[src/rtl/branch_predict_ctrl_if.sv]
`default_nettype none
// ============================================================================
//  Module   : branch_predict_ctrl_if
//  Brief    : Front-end prediction / redirect bundle between the pipeline and
//             the branch prediction controller.
//  Revision : 1.0 - initial release
// ============================================================================
interface branch_predict_ctrl_if;
    logic        fetch_valid;
    logic [31:0] fetch_PC;
    logic        predict;
    logic        pre_branch;
    logic [31:0] pre_PC;
    logic        ex_valid;
    logic        ex_cond;
    logic [31:0] ex_PC;
    logic        ex_taken;
    logic        ex_mispredict;
    logic [31:0] ex_target;
    logic        redirect_valid;
    logic [31:0] redirect_PC;
    logic        redirect_ready;
    logic        flush_front;

    // master: the prediction controller; slave: the surrounding pipeline.
    modport master (
        input  fetch_valid, fetch_PC, pre_branch, pre_PC,
        input  ex_valid, ex_cond, ex_PC, ex_taken, ex_mispredict, ex_target,
        input  redirect_ready,
        output predict, redirect_valid, redirect_PC, flush_front
    );

    modport slave (
        output fetch_valid, fetch_PC, pre_branch, pre_PC,
        output ex_valid, ex_cond, ex_PC, ex_taken, ex_mispredict, ex_target,
        output redirect_ready,
        input  predict, redirect_valid, redirect_PC, flush_front
    );
endinterface
`default_nettype wire

[src/rtl/branch_predict_ctrl.sv]
`default_nettype none
// ============================================================================
//  Module   : branch_predict_ctrl
//  Brief    : 2-bit-counter BHT direction predictor plus redirect arbiter for
//             pre-decode and EX mispredict redirects. Optional BHT storage is
//             enabled by defining BPU_BHT_EN.
//  Revision : 1.0 - initial release
// ============================================================================
module branch_predict_ctrl #(
    parameter int unsigned BHT_IDX_W = 6,
    parameter logic [1:0]  CNT_INIT  = 2'b01
) (
    input  logic                  clk,
    input  logic                  rst,
    branch_predict_ctrl_if.master bp
);

    localparam logic [1:0] c_IDLE     = 2'b00;
    localparam logic [1:0] c_PEND_PRE = 2'b01;
    localparam logic [1:0] c_PEND_EX  = 2'b10;

    logic [1:0]  r_state;
    logic [1:0]  w_state_nxt;
    logic [31:0] r_redirect_pc;
    logic [31:0] w_redirect_pc_nxt;
    logic        r_flush;
    logic        w_flush_nxt;
    logic        w_ex_mis;

    assign w_ex_mis = bp.ex_valid & bp.ex_mispredict;

    // EX mispredicts always win; a pre-decode redirect seen while the
    // front end is being flushed belongs to the wrong path and is dropped.
    always_comb begin
        w_state_nxt       = r_state;
        w_redirect_pc_nxt = r_redirect_pc;
        w_flush_nxt       = 1'b0;
        case (r_state)
            c_IDLE: begin
                if (w_ex_mis) begin
                    w_state_nxt       = c_PEND_EX;
                    w_redirect_pc_nxt = bp.ex_target;
                end else if (bp.pre_branch && !r_flush) begin
                    w_state_nxt       = c_PEND_PRE;
                    w_redirect_pc_nxt = bp.pre_PC;
                end
            end
            c_PEND_PRE: begin
                if (w_ex_mis) begin
                    w_state_nxt       = c_PEND_EX;
                    w_redirect_pc_nxt = bp.ex_target;
                end else if (bp.redirect_ready) begin
                    w_state_nxt = c_IDLE;
                end
            end
            c_PEND_EX: begin
                if (w_ex_mis) begin
                    w_redirect_pc_nxt = bp.ex_target;
                end else if (bp.redirect_ready) begin
                    w_state_nxt = c_IDLE;
                    w_flush_nxt = 1'b1;
                end
            end
            default: begin
                w_state_nxt = c_IDLE;
            end
        endcase
    end

    always_ff @(posedge clk or posedge rst) begin
        if (rst) begin
            r_state       <= c_IDLE;
            r_redirect_pc <= 32'h0;
            r_flush       <= 1'b0;
        end else begin
            r_state       <= w_state_nxt;
            r_redirect_pc <= w_redirect_pc_nxt;
            r_flush       <= w_flush_nxt;
        end
    end

    // Decoded straight from state so an asynchronous reset drops it at once.
    assign bp.redirect_valid = (r_state == c_PEND_PRE) || (r_state == c_PEND_EX);
    assign bp.redirect_PC    = r_redirect_pc;
    assign bp.flush_front    = r_flush;

`ifdef BPU_BHT_EN
    localparam int unsigned c_BHT_DEPTH = 1 << BHT_IDX_W;

    logic [BHT_IDX_W-1:0]   w_fetch_idx;
    logic [BHT_IDX_W-1:0]   w_ex_idx;
    logic                   w_upd_en;
    logic [c_BHT_DEPTH-1:0] w_cnt_msb;
    logic                   r_predict;
    logic                   w_unused_pc;

    assign w_fetch_idx = bp.fetch_PC[BHT_IDX_W+1:2];
    assign w_ex_idx    = bp.ex_PC[BHT_IDX_W+1:2];
    assign w_upd_en    = bp.ex_valid & bp.ex_cond;
    assign w_unused_pc = ^{bp.fetch_PC[31:BHT_IDX_W+2], bp.fetch_PC[1:0],
                           bp.ex_PC[31:BHT_IDX_W+2], bp.ex_PC[1:0]};

    for (genvar gi = 0; gi < c_BHT_DEPTH; gi++) begin : g_bht_entry
        logic [1:0] r_cnt;
        logic       w_hit;

        assign w_hit = w_upd_en && (w_ex_idx == BHT_IDX_W'(gi));

        always_ff @(posedge clk or posedge rst) begin
            if (rst) begin
                r_cnt <= CNT_INIT;
            end else if (w_hit) begin
                if (bp.ex_taken && (r_cnt != 2'b11)) begin
                    r_cnt <= r_cnt + 2'b01;
                end else if (!bp.ex_taken && (r_cnt != 2'b00)) begin
                    r_cnt <= r_cnt - 2'b01;
                end
            end
        end

        // Only the direction bit is ever looked up.
        assign w_cnt_msb[gi] = r_cnt[1];
    end

    // Reads the registered counters, so a same-cycle update is not visible.
    always_ff @(posedge clk or posedge rst) begin
        if (rst) begin
            r_predict <= 1'b0;
        end else if (bp.fetch_valid) begin
            r_predict <= w_cnt_msb[w_fetch_idx];
        end
    end

    assign bp.predict = r_predict;
`else
    logic w_unused_bht;

    assign w_unused_bht = ^{bp.fetch_valid, bp.fetch_PC, bp.ex_cond, bp.ex_PC,
                            bp.ex_taken, CNT_INIT, 32'(BHT_IDX_W)};
    assign bp.predict   = 1'b0;
`endif

endmodule
`default_nettype wire
[src/flat_wrapper.sv]
// flat-port wrapper written by rule: the top's interface ports become plain ports
module branch_predict_ctrl_flat 
#(
    parameter int unsigned BHT_IDX_W = 6,
    parameter logic [1:0]  CNT_INIT  = 2'b01
)
  (clk, rst, bp_fetch_valid, bp_fetch_PC, bp_pre_branch, bp_pre_PC, bp_ex_valid, bp_ex_cond, bp_ex_PC, bp_ex_taken, bp_ex_mispredict, bp_ex_target, bp_redirect_ready, bp_predict, bp_redirect_valid, bp_redirect_PC, bp_flush_front);
  branch_predict_ctrl_if bp_i ();
  input  logic clk;
  input  logic rst;
  input wire logic [$bits(bp_i.fetch_valid)-1:0] bp_fetch_valid;
  input wire logic [$bits(bp_i.fetch_PC)-1:0] bp_fetch_PC;
  input wire logic [$bits(bp_i.pre_branch)-1:0] bp_pre_branch;
  input wire logic [$bits(bp_i.pre_PC)-1:0] bp_pre_PC;
  input wire logic [$bits(bp_i.ex_valid)-1:0] bp_ex_valid;
  input wire logic [$bits(bp_i.ex_cond)-1:0] bp_ex_cond;
  input wire logic [$bits(bp_i.ex_PC)-1:0] bp_ex_PC;
  input wire logic [$bits(bp_i.ex_taken)-1:0] bp_ex_taken;
  input wire logic [$bits(bp_i.ex_mispredict)-1:0] bp_ex_mispredict;
  input wire logic [$bits(bp_i.ex_target)-1:0] bp_ex_target;
  input wire logic [$bits(bp_i.redirect_ready)-1:0] bp_redirect_ready;
  output wire logic [$bits(bp_i.predict)-1:0] bp_predict;
  output wire logic [$bits(bp_i.redirect_valid)-1:0] bp_redirect_valid;
  output wire logic [$bits(bp_i.redirect_PC)-1:0] bp_redirect_PC;
  output wire logic [$bits(bp_i.flush_front)-1:0] bp_flush_front;
  assign bp_i.fetch_valid = bp_fetch_valid;
  assign bp_i.fetch_PC = bp_fetch_PC;
  assign bp_i.pre_branch = bp_pre_branch;
  assign bp_i.pre_PC = bp_pre_PC;
  assign bp_i.ex_valid = bp_ex_valid;
  assign bp_i.ex_cond = bp_ex_cond;
  assign bp_i.ex_PC = bp_ex_PC;
  assign bp_i.ex_taken = bp_ex_taken;
  assign bp_i.ex_mispredict = bp_ex_mispredict;
  assign bp_i.ex_target = bp_ex_target;
  assign bp_i.redirect_ready = bp_redirect_ready;
  assign bp_predict = bp_i.predict;
  assign bp_redirect_valid = bp_i.redirect_valid;
  assign bp_redirect_PC = bp_i.redirect_PC;
  assign bp_flush_front = bp_i.flush_front;
  branch_predict_ctrl #(.BHT_IDX_W(BHT_IDX_W), .CNT_INIT(CNT_INIT)) u_core (.clk(clk), .rst(rst), .bp(bp_i));
endmodule
[config.mk]
export PLATFORM = sky130hd
export DESIGN_NAME = branch_predict_ctrl_flat
export DESIGN_NICKNAME = d
export VERILOG_FILES = /design/src/rtl/branch_predict_ctrl_if.sv /design/src/rtl/branch_predict_ctrl.sv /design/src/flat_wrapper.sv
export SDC_FILE = /design/constraint.sdc
export NUM_CORES = 1
export LEC_CHECK = 0
export ABC_CLOCK_PERIOD_IN_PS = 4800
export BUFFER_PORTS_ARGS = -buffer_cell sky130_fd_sc_hd__buf_2
export CAP_MARGIN = 20
export CELL_PAD_IN_SITES_DETAIL_PLACEMENT = 0
export CELL_PAD_IN_SITES_GLOBAL_PLACEMENT = 2
export CORE_AREA = 2 2 101 103
export CTS_CLUSTER_SIZE = 24
export DETAILED_ROUTE_END_ITERATION = 7
export DIE_AREA = 0 0 103 105
export GPL_ROUTABILITY_DRIVEN = 1
export PLACE_DENSITY_LB_ADDON = 0.1
export SYNTH_ARGS = -nofsm -noshare
export SYNTH_HDL_FRONTEND = slang
export SYNTH_SLANG_ARGS = --single-unit
[constraint.sdc]
create_clock -name clk -period 4.8 [get_ports clk]
set_input_delay 0.48 -clock clk [delete_from_list [all_inputs] [get_ports clk]]
set_output_delay 0.48 -clock clk [all_outputs]
set_load 0.02 [all_outputs]
Yosys cells after proc, flatten, opt, wreduce, memory -nomap -nowiden
Cells that the tools add are included.
{"block": "word_totals", "register_bits": 35, "inputBits": 137, "out_inout_bits": 35, "word_cells": 30}
{"block": "classes", "n_eq_ne": 5, "mux": 13, "bitwise_logic": 1, "n_reduce_logical": 8}
{"operator": "$mux 32", "n": 3}
{"operator": "$pmux 32 s2", "n": 1}
{"operator": "$mux 2", "n": 5}
{"operator": "$pmux 2 s3", "n": 1}
{"operator": "$mux 1", "n": 3}
{"operator": "$ne 3x1->1 const B", "n": 1}
{"operator": "$reduce_and 3->1", "n": 1}
{"operator": "$eq 2x1->1 const B", "n": 1}
{"operator": "$eq 2x2->1 const B", "n": 1}
{"operator": "$logic_not 2->1", "n": 1}
{"operator": "$ne 2x1->1 const B", "n": 1}
{"operator": "$ne 2x2->1 const B", "n": 1}
{"operator": "$reduce_and 2->1", "n": 1}
{"operator": "$reduce_bool 2->1", "n": 1}
{"operator": "$reduce_or 2->1", "n": 1}
{"operator": "$and 1x1->1", "n": 1}
{"operator": "$logic_and 1x1->1", "n": 1}
{"operator": "$logic_not 1->1", "n": 1}
{"operator": "$logic_or 1x1->1", "n": 1}

Depth between registers and ports, before layout
Gate-level depths: netlist of the first run.
{"block": "logic_depth", "ltp_word": 5, "ltp_mapped": 8, "depth_no_buf": 5}

Worst setup path before layout of the first run
OpenSTA, ideal clock, no wires.
{"block": "synth_path", "path_kind": "register to register", "startpoint": "reg u_core.r_state[0]", "endpoint": "reg u_core.r_redirect_pc[0], in the netlist u_core.bp.redirect_PC[0]", "setup_ns": 0.087, "arrival_ns": 1.972, "t_required_ns": 4.713, "slack_ns": 2.742, "stages_incl_launch_ff": 9, "n_path_buf": 3, "period_less_slack_ns": 2.058, "path_cell_list": "dfrtp_1 inv_1 ha_1 or3b_1 buf_2 and2_4 buf_6 buf_6 a211oi_2"}
{"block": "synth_via", "elab_chain_cells": 4, "word_cells_on_any_way": 9, "cone_classes": "eq/ne (4); mux (1); reduce/logical (4)"}
{"item": "start: declaration", "line": "branch_predict_ctrl.sv:22", "text": "logic [1:0] r_state;"}
{"item": "start signal: assignment", "line": "branch_predict_ctrl.sv:72", "text": "r_state <= c_IDLE;"}
{"item": "start signal: assignment", "line": "branch_predict_ctrl.sv:76", "text": "r_state <= w_state_nxt;"}
{"item": "$eq 2x2->1 or $eq 2x1->1 (tied branches)", "line": "branch_predict_ctrl.sv:38", "text": "case (r_state)"}
{"item": "$reduce_or 2->1 (no line)"}
{"item": "$ne 2x1->1 (no line) or $reduce_bool 2->1 (tied branches)"}
{"item": "$reduce_and 3->1 (no line)"}
{"item": "end signal: assignment", "line": "branch_predict_ctrl.sv:77", "text": "r_redirect_pc <= w_redirect_pc_nxt;"}
{"item": "end: declaration", "line": "branch_predict_ctrl.sv:24", "text": "logic [31:0] r_redirect_pc;"}
Parallel ways exist; a longest one is shown, timed or not.
A chain may end at the register's enable or synchronous reset.

Worst setup path in the final report of the first run
{"block": "layout_path", "startpoint": "reg u_core.r_state[0]", "endpoint": "reg u_core.r_redirect_pc[15], in the netlist u_core.bp.redirect_PC[15]"}
The elaborated chain is that of the path after synthesis.

==> results of run 1 <==
## final cells by class
class                   instances  area share [%]
inverters                      35           4.751
multi-input cells             124           34.89
flip-flops and latches         35           31.67
repair buffers                107           19.73
well taps                     133           6.018
clock inverters                 1          0.1810
clock buffers                   7           2.760
## critical path, cell delays in order, from the launching register on
cell	delay (ns)
dfrtp_1	0.44
inv_1	0.13
ha_1	0.37
or3b_1	0.57
and2_4	0.66
a211oi_1	0.15
## kinds of logic after synthesis
kind of cell / share of synthesized area (%)
AND/OR/NAND/NOR: 11.48
flip-flops: 42.07
buffers and inverters: 11.60
adder cells (fa/ha/maj): 3.005
other: 0.1801
AO/OA/AOI/OAI: 31.67
## report_power, final
part	switching (mW)	total (mW)	internal, mW
clock	0.115	0.217	0.102
sequential	0.107	0.556	0.449
combinational	0.764	1.20	0.437
total	0.986	1.97	0.989
## state kept, by name, indices dropped and copies added, names as in the netlist
register	flops
u_core.bp.redirect_PC	32
u_core.r_state	2
u_core.bp.flush_front	1
## per-layer routing
metal	track usage [%]	up-vias	wire length, µm
met5	0	-	0
met4	2.820	0	62
met1	17.15	935	3132
met2	21.71	71	3233
li1	-	966	-
met3	2.609	6	425
## metrics by stage
stage,cell area [µm²],util (%),instances,hold slack [ns]
3_3_place_gp,2684,27.84,434,0.5340
2_1_floorplan,2082,-,214,0.5738
3_5_place_dp,2684,27.84,434,0.5364
4_1_cts,2765,28.69,442,0.3110
5_1_grt,2765,28.69,442,0.3348
6_report,2765,28.69,442,0.2963
## synth_stat cells, types with 4 or more instances
| cell type | instances |
|---|---|
| clkbuf_1 | 14 |
| ha_1 | 5 |
| dfrtp_1 | 35 |
| nor3_1 | 32 |
| buf_6 | 4 |
| a211oi_2 | 30 |
| inv_1 | 35 |
| o22ai_1 | 33 |
## worst paths after layout
check / end / depth (start not counted) / from / slack, ns
setup / recovery: u_core.bp.redirect_PC[15]$_DFFE_PP0P_ / 5 / u_core.r_state[0]$_DFFE_PP0P_ / 2.30
hold / removal: u_core.bp.redirect_PC[24]$_DFFE_PP0P_ / 3 / rst / 0.30
setup reg to reg: u_core.bp.redirect_PC[15]$_DFFE_PP0P_ / 5 / u_core.r_state[0]$_DFFE_PP0P_ / 2.30
hold reg to reg: u_core.bp.redirect_PC[14]$_DFFE_PP0P_ / 2 / u_core.bp.redirect_PC[14]$_DFFE_PP0P_ / 0.54
max in group asynchronous: u_core.bp.redirect_PC[3]$_DFFE_PP0P_ / 3 / rst / 4.16
min in group clk: u_core.bp.flush_front$_DFF_PP0_ / 2 / bp_redirect_ready / 0.49
==> impl_metrics.env, run 1 <==
export IMPL_finalSetupViolations=0
export IMPL_vias=1978
export IMPL_seqCellArea_um2=875.8
export IMPL_first_pass_iters=4
export IMPL_drv_cap=0
export IMPL_cp_start_kind="register"
export IMPL_h_tree_depth=2
export IMPL_clock_latency_ns=0.29
export IMPL_syn_area_um2=2082
export IMPL_maxClockFrequency_mhz=399.9
export IMPL_syn2layout_area_growth_pct=32.81
export IMPL_core_um2=9639
export IMPL_rows=36
export IMPL_ir_drop_mv=0.5407
export IMPL_tightest_slew_ns=0.7817
export IMPL_fin_skew_ns=0.006799
export IMPL_ctsHoldBuffers=0
export IMPL_setup_slack_ns=2.299
export IMPL_multi_input_comb_area_um2=964.7
export IMPL_avgSynthCellArea_um2=9.729
export IMPL_drc=0
export IMPL_grt_max_degree=36
export IMPL_via_per_inst=4.475
export IMPL_drive_above_1_share_pct=47.90
export IMPL_cp_data_arrival_time_ns=2.65
export IMPL_wl_um=6853
export IMPL_synth_edf_count=0
export IMPL_clkSinkCount=35
export IMPL_first_iter_violations=50
export IMPL_synth_top_area_share_pct=42.07
export IMPL_place_ws_ns=2.232
export IMPL_critPathKind="register to register"
export IMPL_ys_async_sr_fraction_pct=100.0
export IMPL_synthCells=214
export IMPL_grt_pass1_wl_um=10940
export IMPL_fin_crit_ns=2.501
export IMPL_yosys_top_cells_area="dfrtp_1, a211oi_2, o22ai_1, nor3_1, inv_1"
export IMPL_p_leak_nw=1.304
export IMPL_cts_resized=0
export IMPL_slew_violations=0
export IMPL_setup_tns_ns=0
export IMPL_fin_crit_sh_pct=52.10
export IMPL_antenna_found_initial=0
export IMPL_io_pins=172
export IMPL_cts_tree="yes"
export IMPL_crit_path_max_fanout=32
export IMPL_synth_net_count=356
export IMPL_power_density_nw_per_um2=714.0
export IMPL_max_slew_margin_pct=47.89
export IMPL_final_common_cell="buf_2"
export IMPL_ys_ff_latch=35
export IMPL_die_x_um=103
export IMPL_gp_congestion=0.7814
export IMPL_grt_pass1_vias=2107
export IMPL_dp_final_hpwl_um=4530
export IMPL_required_ns=4.94
export IMPL_portBuffers=103
export IMPL_track_usage_pct=12.99
export IMPL_hp_class="input port to async pin"
export IMPL_cts_setup_buffers=0
export IMPL_cts_buffers=5
export IMPL_die_h_um=105
export IMPL_wl_per_cell_um=15.50
export IMPL_yosysWarnings=0
export IMPL_nFillCells=1063
export IMPL_synth_top_area_cell="dfrtp_1"
export IMPL_start_util_pct=21.60
export IMPL_synth_ff_type="dfrtp_1"
export IMPL_path_clk_slew_ns=0.08
export IMPL_die_area_um2=10820
export IMPL_status="finished clean"
export IMPL_most_common_layout_cells="buf_2, dfrtp_1, inv_1"
export IMPL_cp_end_kind="register"
export IMPL_rsz0062_at_grt="no"
export IMPL_grt_overflow=0
export IMPL_nNetsFinal=450
export IMPL_finalHoldViolCount=0
export IMPL_yosysSeqAreaShare_pct=42.07
export IMPL_ant_nets=0
export IMPL_cts_root_buffer="clkbuf_8"
export IMPL_finalPower_mw=1.974
export IMPL_clk_path_buf_depth=2
export IMPL_diodes=0
export IMPL_ys_types=29
(Power assumes the default switching activity.)
==> run 2, diff against run 1 <==
- ABC_AREA: default -> 1
- ABC_CLOCK_PERIOD_IN_PS: 4800 -> 2520
- CORE_AREA: 2 2 101 103 -> 2 2 111 113
- DIE_AREA: 0 0 103 105 -> 0 0 113 115
- clock period: 4.8 -> 2.52 ns (I/O delays scaled with it)
==> run 2 against run 1 <==
Against the previous run: the flow now finishes with violations (design-rule violations); largest cell class unchanged; hold slack worse by 0.16 ns; via count up 5.7%; sequential share of layout area is 0.13 points higher; clock-buffer cell count grew 1.
==> impl_metrics.env, run 2 <==
export IMPL_status="complete, but fails checks"
export IMPL_violations="design-rule violations"
export IMPL_finalPower_mw=3.872
export IMPL_reg2reg_slack_ns=0.58
export IMPL_core_um2=11810
export IMPL_synthCells=284
export IMPL_grt_pass1_vias=2006
export IMPL_top_usage_layer="met2"
export IMPL_cts_root_buffer="clkbuf_16"
export IMPL_critPathKind="register to register"
export IMPL_die_x_um=113
export IMPL_path_depth=8
export IMPL_via_per_inst=3.930
export IMPL_first_pass_iters=6
export IMPL_ir_drop_mv=0.4390
export IMPL_dp_final_hpwl_um=4693
export IMPL_ys_top_cells_by_count="nand2_1, dfrtp_1, nand3_1"
export IMPL_slew_violations=0
export IMPL_ys_ff_latch=35
export IMPL_crit_family="buffers and inverters"
export IMPL_cp_cell_sequence="inv_1, ha_1, nor2_1, a21oi_2, nand2_2, clkinv_2, nand2_1, nand2_1"
export IMPL_largest_reg_flops=32
export IMPL_cts_tree="yes"
export IMPL_r2r_end="u_core.bp.redirect_PC[6]$_DFFE_PP0P_"
export IMPL_final_common_cell="nand2_1"
export IMPL_fin_skew_ns=0.006108
export IMPL_cp_slowest_stage_delay_ns=0.40
export IMPL_finalSetupViolations=0
export IMPL_ys_types=15
export IMPL_setup_slack_ns=0.5817
export IMPL_r2r_start="u_core.r_state[0]$_DFFE_PP0P_"
export IMPL_die_area_um2=13000
export IMPL_gr_usage_met3_pct=2.952
export IMPL_cp_end_kind="register"
export IMPL_most_common_layout_cells="nand2_1, buf_2, nand3_1, dfrtp_1, buf_4"
export IMPL_avgSynthCellArea_um2=6.912
export IMPL_setup_tns_ns=0
export IMPL_wl_per_cell_um=12.56
export IMPL_synth_edf_count=0
export IMPL_gp_congestion=0.6577
export IMPL_p_leak_nw=1.656
export IMPL_cp_slowest_cell="dfrtp_1"
export IMPL_synth_most_common_cell="nand2_1"
export IMPL_fin_crit_sh_pct=76.92
export IMPL_h_tree_depth=2
export IMPL_cp_start_kind="register"
export IMPL_yosysSeqAreaShare_pct=44.61
export IMPL_first_iter_violations=80
export IMPL_cts_setup_buffers=0
export IMPL_ant_nets=0
export IMPL_clock_latency_ns=0.28
export IMPL_vias=2091
export IMPL_portBuffers=103
export IMPL_diodes=0
export IMPL_synth_top_area_share_pct=44.61
export IMPL_grt_overflow=0
export IMPL_tightest_slew_ns=0.8195
export IMPL_maxClockFrequency_mhz=515.9
export IMPL_wl_um=6684
export IMPL_drv_cap=0
export IMPL_required_ns=2.68
export IMPL_crit_start="u_core.r_state[0]$_DFFE_PP0P_"
export IMPL_max_slew_margin_pct=45.29
export IMPL_grt_max_degree=36
export IMPL_cp_data_arrival_time_ns=2.09
export IMPL_cts_buffers=5
export IMPL_critPathCapture="u_core.bp.redirect_PC[6]$_DFFE_PP0P_"
export IMPL_place_ws_ns=0.5152
export IMPL_crit_path_max_fanout=32
export IMPL_syn_area_um2=1963
export IMPL_clk_path_buf_depth=2
export IMPL_path_common_cell="nand2_1"
export IMPL_use_met1_pct=13.99
export IMPL_power_density_nw_per_um2=1406
export IMPL_cts_resized=0
export IMPL_rsz0062_at_grt="no"
export IMPL_drive_above_1_share_pct=31.43
export IMPL_syn2layout_area_growth_pct=40.28
export IMPL_yosysWarnings=0
export IMPL_synth_net_count=426
export IMPL_grt_pass1_wl_um=10580
export IMPL_finalHoldViolCount=0
export IMPL_grt_use_met2_pct=16.85
export IMPL_die_h_um=115
export IMPL_ctsHoldBuffers=0
export IMPL_ys_async_sr_fraction_pct=100.0
export IMPL_nNetsFinal=526
export IMPL_io_pins=172
export IMPL_rr_worst_depth=8
export IMPL_start_util_pct=16.62
export IMPL_yosys_top_cells_area="dfrtp_1, nand2_1, nand3_1, ha_1, buf_6"
export IMPL_synth_top_area_cell="dfrtp_1"
export IMPL_fin_crit_ns=1.938
export IMPL_drc=4
export IMPL_hp_class="input port to async pin"
export IMPL_rows=40
export IMPL_antenna_found_initial=0
export IMPL_track_usage_pct=10.46
export IMPL_clkSinkCount=35
export IMPL_path_clk_slew_ns=0.06
export IMPL_synth_ff_type="dfrtp_1"
export IMPL_timing_critical_path_buf_inv=2
[run 2: cell type report]
type	instances	area (µm²)
Clock buffer	8	156.4
Inverter	7	27.53
Sequential cell	35	875.8
Multi-Input combinational cell	225	942.2
Timing Repair Buffer	110	568.0
Fill cell	1376	9057
Tap cell	147	183.9
[run 2: worst reg2reg max path: stages (launching register included)]
cell and delay, ns:
dfrtp_1 0.40, inv_1 0.11, ha_1 0.38, nor2_1 0.14
a21oi_2 0.05, nand2_2 0.08, clkinv_2 0.39, nand2_1 0.21
nand2_1 0.06
[run 2: logic make-up (layout without fill, tap and decap cells)]
family,after synthesis,count (layout),synth area share (%)
other cells,1,1,0.1910
fa+ha+maj,5,5,3.187
compound gates,3,3,0.9561
buf+inv,24,125,7.393
flops,35,35,44.61
simple gates,216,216,43.66
[run 2: power by group]
part	leakage, nW	switching (mW)	internal [mW]
clock network	0.0772	0.231	0.421
logic	1.14	1.55	0.692
registers	0.437	0.131	0.846
[run 2: metrics by stage]
step,std cells,hold slack (ns),utilization [%],instance area [µm²]
after floorplan,284,0.3652,-,1963
after global placement,524,0.4582,21.99,2597
after detailed placement,524,0.4605,21.99,2597
after CTS,532,0.1977,23.32,2754
after global routing,532,0.2054,23.32,2754
final,532,0.1399,23.32,2754
[run 2: worst min-delay path by stage]
stage | from | to | slack [ns] | cells after the start
3_5_place_dp | u_core.bp.redirect_PC[5]$_DFFE_PP0P_ | u_core.bp.redirect_PC[5]$_DFFE_PP0P_ | 0.46 | 2
4_1_cts | rst | u_core.bp.redirect_PC[26]$_DFFE_PP0P_ | 0.20 | 2
6_report | rst | u_core.bp.redirect_PC[3]$_DFFE_PP0P_ | 0.14 | 2
2_1_floorplan | bp_redirect_ready | u_core.bp.flush_front$_DFF_PP0_ | 0.37 | 2
5_1_grt | bp_redirect_ready | u_core.bp.flush_front$_DFF_PP0_ | 0.21 | 3
3_3_place_gp | u_core.bp.redirect_PC[12]$_DFFE_PP0P_ | u_core.bp.redirect_PC[12]$_DFFE_PP0P_ | 0.46 | 2
[run 2: per-layer routing]
layer	share of wire, %	wire length [µm]	up-vias
met2	46	3098	66
met1	45	3033	952
met5	0	0	-
li1	-	-	1071
met4	0.45	30	0
met3	7.8	521	2
